--- src/rtl/transpose_ctrl.sv ---
// Row-major to column-major matrix transpose controller.
// Fills an external 2-cycle-latency BRAM, then drains it column by column through a 4-entry FIFO.
module transpose_ctrl #(
  parameter int DATAW = 8,
  parameter int N     = 4,
  parameter int DEPTH = N * N,
  parameter int ADDRW = $clog2(DEPTH)
) (
  input  logic             clk,
  input  logic             rst_n,
  input  logic [DATAW-1:0] in_data,
  input  logic             in_valid,
  output logic             in_ready,
  output logic [DATAW-1:0] out_data,
  output logic             out_valid,
  input  logic             out_ready,
  output logic [DATAW-1:0] mem_wdata,
  output logic [ADDRW-1:0] mem_waddr,
  output logic             mem_wen,
  output logic [ADDRW-1:0] mem_raddr,
  input  logic [DATAW-1:0] mem_rdata,
  output logic             frame_done
);

  localparam int CNTW       = $clog2(DEPTH + 1);
  localparam int RCW        = (N > 1) ? $clog2(N) : 1;
  localparam int FIFO_DEPTH = 4;

  typedef enum logic {FILL, DRAIN} state_t;

  state_t           state_q, state_d;
  logic [ADDRW-1:0] wr_cnt_q, wr_cnt_d;
  logic [ADDRW-1:0] raddr_q, raddr_d;
  logic [RCW-1:0]   rd_r_q, rd_r_d, rd_c_q, rd_c_d;
  logic [CNTW-1:0]  rd_cnt_q, rd_cnt_d;
  logic [CNTW-1:0]  out_cnt_q, out_cnt_d;
  logic [1:0]       vld_q, vld_d;
  logic [DATAW-1:0] fifo_q [FIFO_DEPTH];
  logic [DATAW-1:0] fifo_d [FIFO_DEPTH];
  logic [1:0]       wptr_q, wptr_d, rptr_q, rptr_d;
  logic [2:0]       count_q, count_d;

  logic             in_hs, issue, push, pop, last_pop;
  logic [2:0]       credit;
  logic [ADDRW-1:0] rd_addr;

  // Credit covers both buffered and in-flight elements so the FIFO can never overflow.
  assign credit   = count_q + {2'b0, vld_q[0]} + {2'b0, vld_q[1]};
  assign in_hs    = rst_n && (state_q == FILL) && in_valid;
  assign issue    = (state_q == DRAIN) && (rd_cnt_q < CNTW'(DEPTH)) && (credit < 3'd4);
  assign rd_addr  = ADDRW'(int'(rd_r_q) * N + int'(rd_c_q));
  assign push     = vld_q[1];
  assign pop      = (count_q != 3'd0) && out_ready;
  assign last_pop = pop && (out_cnt_q == CNTW'(DEPTH - 1));

  assign in_ready   = (state_q == FILL);
  assign mem_wen    = in_hs;
  assign mem_wdata  = in_data;
  assign mem_waddr  = wr_cnt_q;
  assign mem_raddr  = issue ? rd_addr : raddr_q;
  assign out_valid  = (count_q != 3'd0);
  assign out_data   = fifo_q[rptr_q];
  assign frame_done = last_pop;

  always_comb begin
    state_d   = state_q;
    wr_cnt_d  = wr_cnt_q;
    raddr_d   = raddr_q;
    rd_r_d    = rd_r_q;
    rd_c_d    = rd_c_q;
    rd_cnt_d  = rd_cnt_q;
    out_cnt_d = out_cnt_q;
    vld_d     = {vld_q[0], issue};
    fifo_d    = fifo_q;
    wptr_d    = wptr_q;
    rptr_d    = rptr_q;
    count_d   = count_q + {2'b0, push} - {2'b0, pop};

    if (in_hs) begin
      if (wr_cnt_q == ADDRW'(DEPTH - 1)) begin
        wr_cnt_d = '0;
        state_d  = DRAIN;
      end else begin
        wr_cnt_d = wr_cnt_q + ADDRW'(1);
      end
    end

    // Column-major walk: row index is the inner loop.
    if (issue) begin
      raddr_d  = rd_addr;
      rd_cnt_d = rd_cnt_q + CNTW'(1);
      if (rd_r_q == RCW'(N - 1)) begin
        rd_r_d = '0;
        rd_c_d = rd_c_q + RCW'(1);
      end else begin
        rd_r_d = rd_r_q + RCW'(1);
      end
    end

    if (push) begin
      fifo_d[wptr_q] = mem_rdata;
      wptr_d         = wptr_q + 2'd1;
    end

    if (pop) begin
      rptr_d    = rptr_q + 2'd1;
      out_cnt_d = out_cnt_q + CNTW'(1);
    end

    if (last_pop) begin
      state_d   = FILL;
      rd_r_d    = '0;
      rd_c_d    = '0;
      rd_cnt_d  = '0;
      out_cnt_d = '0;
    end
  end

  always_ff @(posedge clk or negedge rst_n) begin
    if (!rst_n) begin
      state_q   <= FILL;
      wr_cnt_q  <= '0;
      raddr_q   <= '0;
      rd_r_q    <= '0;
      rd_c_q    <= '0;
      rd_cnt_q  <= '0;
      out_cnt_q <= '0;
      vld_q     <= '0;
      wptr_q    <= '0;
      rptr_q    <= '0;
      count_q   <= '0;
      for (int i = 0; i < FIFO_DEPTH; i++) fifo_q[i] <= '0;
    end else begin
      state_q   <= state_d;
      wr_cnt_q  <= wr_cnt_d;
      raddr_q   <= raddr_d;
      rd_r_q    <= rd_r_d;
      rd_c_q    <= rd_c_d;
      rd_cnt_q  <= rd_cnt_d;
      out_cnt_q <= out_cnt_d;
      vld_q     <= vld_d;
      wptr_q    <= wptr_d;
      rptr_q    <= rptr_d;
      count_q   <= count_d;
      fifo_q    <= fifo_d;
    end
  end

endmodule

--- config.mk ---
export PLATFORM = sky130hd
export DESIGN_NAME = transpose_ctrl
export DESIGN_NICKNAME = d
export VERILOG_FILES = /design/src/rtl/transpose_ctrl.sv
export SDC_FILE = /design/constraint.sdc
export NUM_CORES = 1
export LEC_CHECK = 0
export ABC_CLOCK_PERIOD_IN_PS = 5100
export BUFFER_PORTS_ARGS = -buffer_cell sky130_fd_sc_hd__buf_2
export CAP_MARGIN = 10
export CELL_PAD_IN_SITES_DETAIL_PLACEMENT = 0
export CELL_PAD_IN_SITES_GLOBAL_PLACEMENT = 1
export CORE_AREA = 4 4 102 114
export CTS_CLUSTER_DIAMETER = 120
export DETAILED_ROUTE_END_ITERATION = 12
export DIE_AREA = 0 0 106 118
export GPL_TIMING_DRIVEN = 0
export PLACE_DENSITY_LB_ADDON = 0.1
export SYNTH_ARGS = -nofsm -noshare
export SYNTH_HDL_FRONTEND = slang
export SYNTH_SLANG_ARGS = --single-unit
--- constraint.sdc ---
create_clock -name clk -period 5.1 [get_ports clk]
set_clock_uncertainty 0.05 [all_clocks]
set_input_delay 1.02 -clock clk [delete_from_list [all_inputs] [get_ports clk]]
set_output_delay 1.02 -clock clk [all_outputs]
set_load 0.1 [all_outputs]
==> flow_metrics.tcl, run 1 <==
set metrics [dict create \
    setup_total_negative_slack_ns 0 \
    first_iter_violations 39 \
    grt_setup_unrepaired "no" \
    route.antenna.remaining_nets 0 \
    tritoncts "done" \
    global_route.overflow_total 0 \
    detail_route.drc_violations 0 \
    crit-reg2reg-launch "count_q[1]" \
    pin_count_of_the_biggest_net_entering_global_routing 67 \
    number_of_filler_cells_placed_in_the_layout 1065 \
    setup_fix_bufs_post_cts 0 \
    place.detailed.hpwl_mm 4.129 \
    holdCritPathClass "reg2reg" \
    gp_congestion 0.6918 \
    die_area_um2 12510 \
    route.detailed.vias_per_inst 4.414 \
    pwr_density_cell_nw_per_um2 338.7 \
    run_status "finished clean" \
    r2r_end "count_q[2]" \
    start_util_pct 29.91 \
    worstPathBufferInverterCount 3 \
    post_drt_wl_per_cell_um 14.28 \
    timing.critical_path.from_type "input port" \
    cellLeakagePower_nw 1.778 \
    crit_path_max_incr_delay_ns 0.63 \
    syn_inst 227 \
    core_region_area_um2 10340 \
    yosys_most_used_dff "dfrtp_1" \
    post_route_cells_drive_above_1_share_pct 42.20 \
    timing.final.setup_violations 0 \
    postSynth.asyncResetShare_pct 100.0 \
    cap_viol_max_count 0 \
    final_period_minus_worst_setup_slack_ns 3.750 \
    ctsRootBufferMaster "clkbuf_16" \
    drtPass1Iterations 4 \
    slowest_stage "buf_4" \
    post_cts_resize_count 0 \
    cts-buffers-inserted 9 \
    r2r_cells 9 \
    cts_max_path_buffers 2 \
    share_of_the_synthesized_area_in_the_top_cell_type_pct 51.76 \
    synth.ff_latch_count 64 \
    rows 39 \
    timing.critical_path.max_delay_family "buffers and inverters" \
    criticalPathCategory "in2out" \
    cts.clk_slew.worst_paths_ns 0.05 \
    tcrit_tclk_final_pct 73.52 \
    cts_htree_levels 3 \
    port-buffer-count 39 \
    critical_path.cell_chain "buf_4, and3b_1, clkbuf_1, buf_2" \
    synth_edf_count 0 \
    max_slew.worst_pin.slew_ns 0.8390 \
    synth_area_leader_cell "dfrtp_1" \
    critPathLaunch "rst_n" \
    worst-endpoint-arrival_ns 2.68 \
    die_y_um 118 \
    fmaxAchievable_mhz 266.7 \
    worstSkewPairLatency_ns 0.32 \
    clock-sinks 64 \
    number_of_pins_with_negative_max_slew_slack_in_the_final_report 0 \
    floorplan.io_pins 48 \
    crit_required_ns 4.03 \
    rrSetupSlack_ns 2.98 \
    wire_length_of_the_first_global_routing_pass_mm 10.39 \
    critPathCaptureType "primary output" \
    finalHoldViolCount 0 \
    syn_to_final_growth_pct 22.60 \
    yosys_warnings 0 \
    vdd_drop_max_mv 0.1304 \
    utilization_pct 36.67 \
    postRouteWirelength_mm 6.069 \
    detailroute.via_count 1876 \
    cts_hold_buf 0 \
    num_antenna_cells 0 \
    postSynthNetCount 258 \
    die-width_um 106 \
    antenna_found_initial 0 \
    grt.total_usage_pct 10.65 \
    critPathCapture "mem_wen" \
    synth_top_cells_by_area "dfrtp_1 (52%), mux2_2 (12%), mux4_2 (5.8%)" \
    yosysUniqueCellTypes 46 \
    synthesis.area_um2 3094 \
    synth_area_per_cell_um2 13.63 \
    maximum_fanout_along_the_worst_path 66 \
    synth.yosys.seq_area_share_pct 51.76 \
    timing.critical_path.depth 4 \
    timing.slew.headroom_pct 44.07 \
    num-nets-final 308 \
    grt_pass1_vias 1993 \
]
-- worst min-delay path by stage --
| stage | from | endpoint | slack (ns) | cells past startpoint |
|---|---|---|---|---|
| floorplan | vld_q[0] | vld_q[1] | 0.32 | 0 |
| global placement | vld_q[0] | vld_q[1] | 0.33 | 0 |
| detailed placement | vld_q[0] | vld_q[1] | 0.34 | 0 |
| CTS | vld_q[0] | vld_q[1] | 0.35 | 0 |
| global route | vld_q[0] | vld_q[1] | 0.36 | 0 |
| finish | vld_q[0] | vld_q[1] | 0.35 | 0 |
-- kinds of logic after synthesis --
logic type / count (synthesis) / synth area share (%)
buf+inv: 21 / 4.367
fa+ha+maj: 11 / 4.691
flops: 64 / 51.76
simple gates: 46 / 8.330
compound gates: 26 / 7.360
mux: 51 / 21.23
xor+xnor: 8 / 2.265
-- where the power goes --
| part | leakage (nW) | total (W) | internal [W] | switching [W] |
|---|---|---|---|---|
| logic | 0.844 | 0.0000981 | 0.0000253 | 0.0000727 |
| registers | 0.782 | 0.000528 | 0.000521 | 0.00000625 |
| clock network | 0.152 | 0.000659 | 0.000440 | 0.000219 |
-- state kept, by name, summed over array words and instances, names as in the netlist --
register   count
mem_waddr      4
fifo_q        32
wptr_q         2
raddr_q        4
count_q        3
rptr_q         2
state_q        1
vld_q          2
rd_c_q         2
rd_r_q         2
out_cnt_q      5
rd_cnt_q       5
-- cells in the final DEF, fill, tap and decap left out, types with 3 or more instances in the layout --
cell	count
a21oi_1	3
buf_2	39
buf_4	9
buf_6	3
clkbuf_1	3
clkbuf_16	9
dfrtp_1	64
ha_1	10
inv_1	5
mux2_1	4
mux2_2	33
mux2i_1	6
mux4_2	8
nand2_1	21
nand2b_1	6
nand3_1	3
nor3_1	3
o211ai_1	3
o21ai_0	7
xnor2_1	6
-- stage by stage --
stage / total power, W / hold slack (ns) / setup WS, ns / cell area (µm²) / instances
global placement: 0.0006362 / 0.3335 / 0.6713 / 3468 / 409
detailed placement: 0.0006372 / 0.3412 / 1.245 / 3471 / 409
global route: 0.001343 / 0.3644 / 1.134 / 3794 / 425
CTS: 0.001312 / 0.3529 / 1.247 / 3794 / 425
floorplan: 0.0006088 / 0.3221 / 1.893 / 3094 / 227
finish: 0.001285 / 0.3465 / 1.350 / 3794 / 425
-- cell type report --
class / count / area, µm² / share of cell area, %
sequential: 64 / 1602 / 42.22
multi-input combinational: 142 / 1358 / 35.78
clock buffer: 11 / 242.7 / 6.398
timing repair buffer: 39 / 197.7 / 5.211
tap: 143 / 178.9 / 4.716
buffer: 15 / 110.1 / 2.902
clock inverter: 5 / 80.08 / 2.111
inverter: 6 / 25.02 / 0.6596
-- metal layers --
| metal | vias up | global-route usage, % | wire (µm) |
|---|---|---|---|
| li1 | 909 | - | - |
| met1 | 932 | 12.94 | 2704 |
| met2 | 29 | 17.15 | 3055 |
| met3 | 6 | 3.840 | 209 |
| met4 | 0 | 4.211 | 99 |
| met5 | - | 0 | 0 |
-- Yosys cell counts (all sizes together) (2+ instances only) --
| cell | number |
|---|---|
| mux2 | 37 |
| buf | 13 |
| o211ai | 3 |
| ha | 10 |
| nand3 | 3 |
| nand2b | 6 |
| nand2 | 23 |
| nand4 | 2 |
| xnor2 | 6 |
| xor2 | 2 |
| o21ai | 9 |
| dfrtp | 64 |
| nor3 | 3 |
| clkbuf | 2 |
| mux2i | 6 |
| a21o | 2 |
| mux4 | 8 |
| a21oi | 3 |
| and4b | 2 |
| inv | 6 |
-- worst register-to-register path: stages, from the launching register on --
cell,delay [ns]
dfrtp_1,0.41
buf_6,0.16
or3_1,0.41
nand2_1,0.19
mux2i_1,0.12
ha_1,0.19
inv_1,0.06
fa_1,0.18
xnor2_1,0.14
xnor2_1,0.13
No activity file was read; power rests on OpenSTA's default activity.
==> inputs of run 2 (changes only) <==
--- a/config.mk
+++ b/config.mk
@@ -5,7 +5,7 @@
 export SDC_FILE = /design/constraint.sdc
 export NUM_CORES = 1
 export LEC_CHECK = 0
-export ABC_CLOCK_PERIOD_IN_PS = 5100
+export ABC_CLOCK_PERIOD_IN_PS = 3220
 export BUFFER_PORTS_ARGS = -buffer_cell sky130_fd_sc_hd__buf_2
 export CAP_MARGIN = 10
 export CELL_PAD_IN_SITES_DETAIL_PLACEMENT = 0
==> constraint.sdc (replaced) <==
create_clock -name clk -period 3.22 [get_ports clk]
set_clock_uncertainty 0.05 [all_clocks]
set_input_delay 0.644 -clock clk [delete_from_list [all_inputs] [get_ports clk]]
set_output_delay 0.644 -clock clk [all_outputs]
set_load 0.1 [all_outputs]
==> run 2 against run 1 <==
  * Total power is 58% higher
  * Utilization is 0.097 points higher
  * Sequential power is 58% higher
  * Flip-flop and latch count stayed put
  * Global-route usage stayed put
  * Non-clock buffer count stayed put
  * Routed wire length hardly changed
  * Sequential share of layout area is 0.11 points lower
  * Final cell count stayed put
  * Critical endpoint is now mem_raddr[0]
  * Via count stayed put
  * Clock power is 58% higher
  * Register-to-register slack worse by 1.9 ns
==> flow_metrics.tcl, run 2 (synthesized netlist as in run 1, its figures left out) <==
set metrics [dict create \
    floorplan.io_pins 48 \
    tritoncts "done" \
    first_iter_violations 39 \
    r2r_end "count_q[2]" \
    maximum_fanout_along_the_worst_path 7 \
    port-buffer-count 39 \
    rows 39 \
    criticalPathCategory "reg2out" \
    holdCritPathClass "reg2reg" \
    die_area_um2 12510 \
    layout_commonest_cell "dfrtp_1" \
    numPlacedInstances 409 \
    global_route.overflow_total 0 \
    detailroute.via_count 1876 \
    run_status "finished clean" \
    max_slew.worst_pin.slew_ns 0.8390 \
    core_region_area_um2 10340 \
    cts-buffers-inserted 9 \
    rrSetupSlack_ns 1.10 \
    num-nets-final 308 \
    timing.critical_path.from_type "flip-flop" \
    holdPathStages 0 \
    worst-endpoint-arrival_ns 2.41 \
    cellLeakagePower_nw 1.777 \
    drtPass1Iterations 4 \
    clock-sinks 64 \
    post_drt_wl_per_cell_um 14.28 \
    crit_required_ns 2.53 \
    setup_total_negative_slack_ns 0 \
    number_of_pins_with_negative_max_slew_slack_in_the_final_report 0 \
    ctsRootBufferMaster "clkbuf_16" \
    hp-start "vld_q[0]" \
    r2r_cells 9 \
    cts.clk_slew.worst_paths_ns 0.05 \
    antenna_found_initial 0 \
    registers.top_by_ff_count "fifo_q" \
    most-common-layout-cells "dfrtp_1 (64), buf_2 (35), mux2_2 (33)" \
    place.detailed.hpwl_mm 4.129 \
    num_antenna_cells 0 \
    post_route_cells_drive_above_1_share_pct 42.20 \
    cts_max_path_buffers 2 \
    tcrit_tclk_final_pct 96.54 \
    wire_length_of_the_first_global_routing_pass_mm 10.39 \
    design_area_um2 3804 \
    timing.final.setup_violations 0 \
    finalHoldViolCount 0 \
    layout.cells.non_filler 425 \
    worstSkewPairLatency_ns 0.32 \
    grt_pass1_vias 1993 \
    vdd_drop_max_mv 0.2066 \
    critPathCaptureType "primary output" \
    postRouteWirelength_mm 6.070 \
    gp_congestion 0.6918 \
    largest_registers "fifo_q (32), out_cnt_q (5), rd_cnt_q (5)" \
    cts_htree_levels 3 \
    final_period_minus_worst_setup_slack_ns 3.109 \
    setup_fix_bufs_post_cts 0 \
    die-width_um 106 \
    syn_to_final_growth_pct 22.93 \
    start_util_pct 29.91 \
    placement.cell_area_um2 3471 \
    grt_setup_unrepaired "no" \
    crit-reg2reg-launch "count_q[1]" \
    route.detailed.vias_per_inst 4.414 \
    route.antenna.remaining_nets 0 \
    pin_count_of_the_biggest_net_entering_global_routing 67 \
    detail_route.drc_violations 0 \
    timing.slew.headroom_pct 44.07 \
    fmaxAchievable_mhz 321.7 \
    end_point_of_the_worst_hold_path "vld_q[1]" \
    pwr_density_cell_nw_per_um2 535.0 \
    cap_viol_max_count 0 \
    die_y_um 118 \
    grt.total_usage_pct 10.65 \
    largest_reg_flops 32 \
]
[run 2: cell counts in the layout (fill, tap and decap cells not counted)]
Identical to the previous run, type by type.
[run 2: worst max-delay path, cell delays in order, from the launching register on]
cell     delay, ns
dfrtp_1       0.44
ha_1          0.31
a21o_4        0.24
a211o_4       0.38
nand2_4       0.12
mux2_1        0.35
buf_4         0.24
[run 2: layout make-up]
| cell class | count | area, µm² |
|---|---|---|
| timing repair buffer | 39 | 207.7 |
| multi-input combinational | 142 | 1358 |
| sequential | 64 | 1602 |
| tap | 143 | 178.9 |
| clock inverter | 5 | 80.08 |
| buffer | 15 | 110.1 |
| fill | 1065 | 6541 |
| inverter | 6 | 25.02 |
| clock buffer | 11 | 242.7 |
[run 2: worst max-delay path by stage]
stage                     startpoint           end  slack, ns  depth (start not counted)
after floorplan           count_q[0]  mem_raddr[0]       0.39                          5
after global placement         rst_n       mem_wen      -0.46                          4
after detailed placement       rst_n       mem_wen       0.12                          4
after CTS                 count_q[0]  mem_raddr[3]       0.02                          6
after global routing      count_q[0]  mem_raddr[0]      0.003                          6
final                     count_q[0]  mem_raddr[0]       0.11                          6
[run 2: where the power goes]
group          internal (W)  switching (W)  total, W
clock network      0.000697       0.000347   0.00104
registers          0.000826     0.00000991  0.000836
logic             0.0000401       0.000115  0.000155
[run 2: per-stage QoR]
| stage | worst slack [ns] | hold WS, ns | power [W] | util, % |
|---|---|---|---|---|
| floorplan | 0.3889 | 0.2984 | 0.0009643 | - |
| global placement | -0.4567 | 0.3335 | 0.001008 | 33.53 |
| detailed placement | 0.1174 | 0.3412 | 0.001009 | 33.55 |
| CTS | 0.01906 | 0.3529 | 0.002079 | 36.67 |
| global route | 0.003491 | 0.3644 | 0.002126 | 36.77 |
| finish | 0.1115 | 0.3465 | 0.002035 | 36.77 |
[run 2: what timing repair did]
action,in CTS,in global routing
hold buffers,0,0
resized for setup,0,8
endpoints found under the hold margin,0,0
setup endpoints to repair,0,4
[run 2: layer usage]
layer / vias to the layer above / GRT usage, % / share of wire (%)
met5: - / 0 / 0
met4: 0 / 4.211 / 1.6
met3: 6 / 3.840 / 3.5
met2: 29 / 17.15 / 50
met1: 932 / 12.94 / 45
li1: 909 / - / -
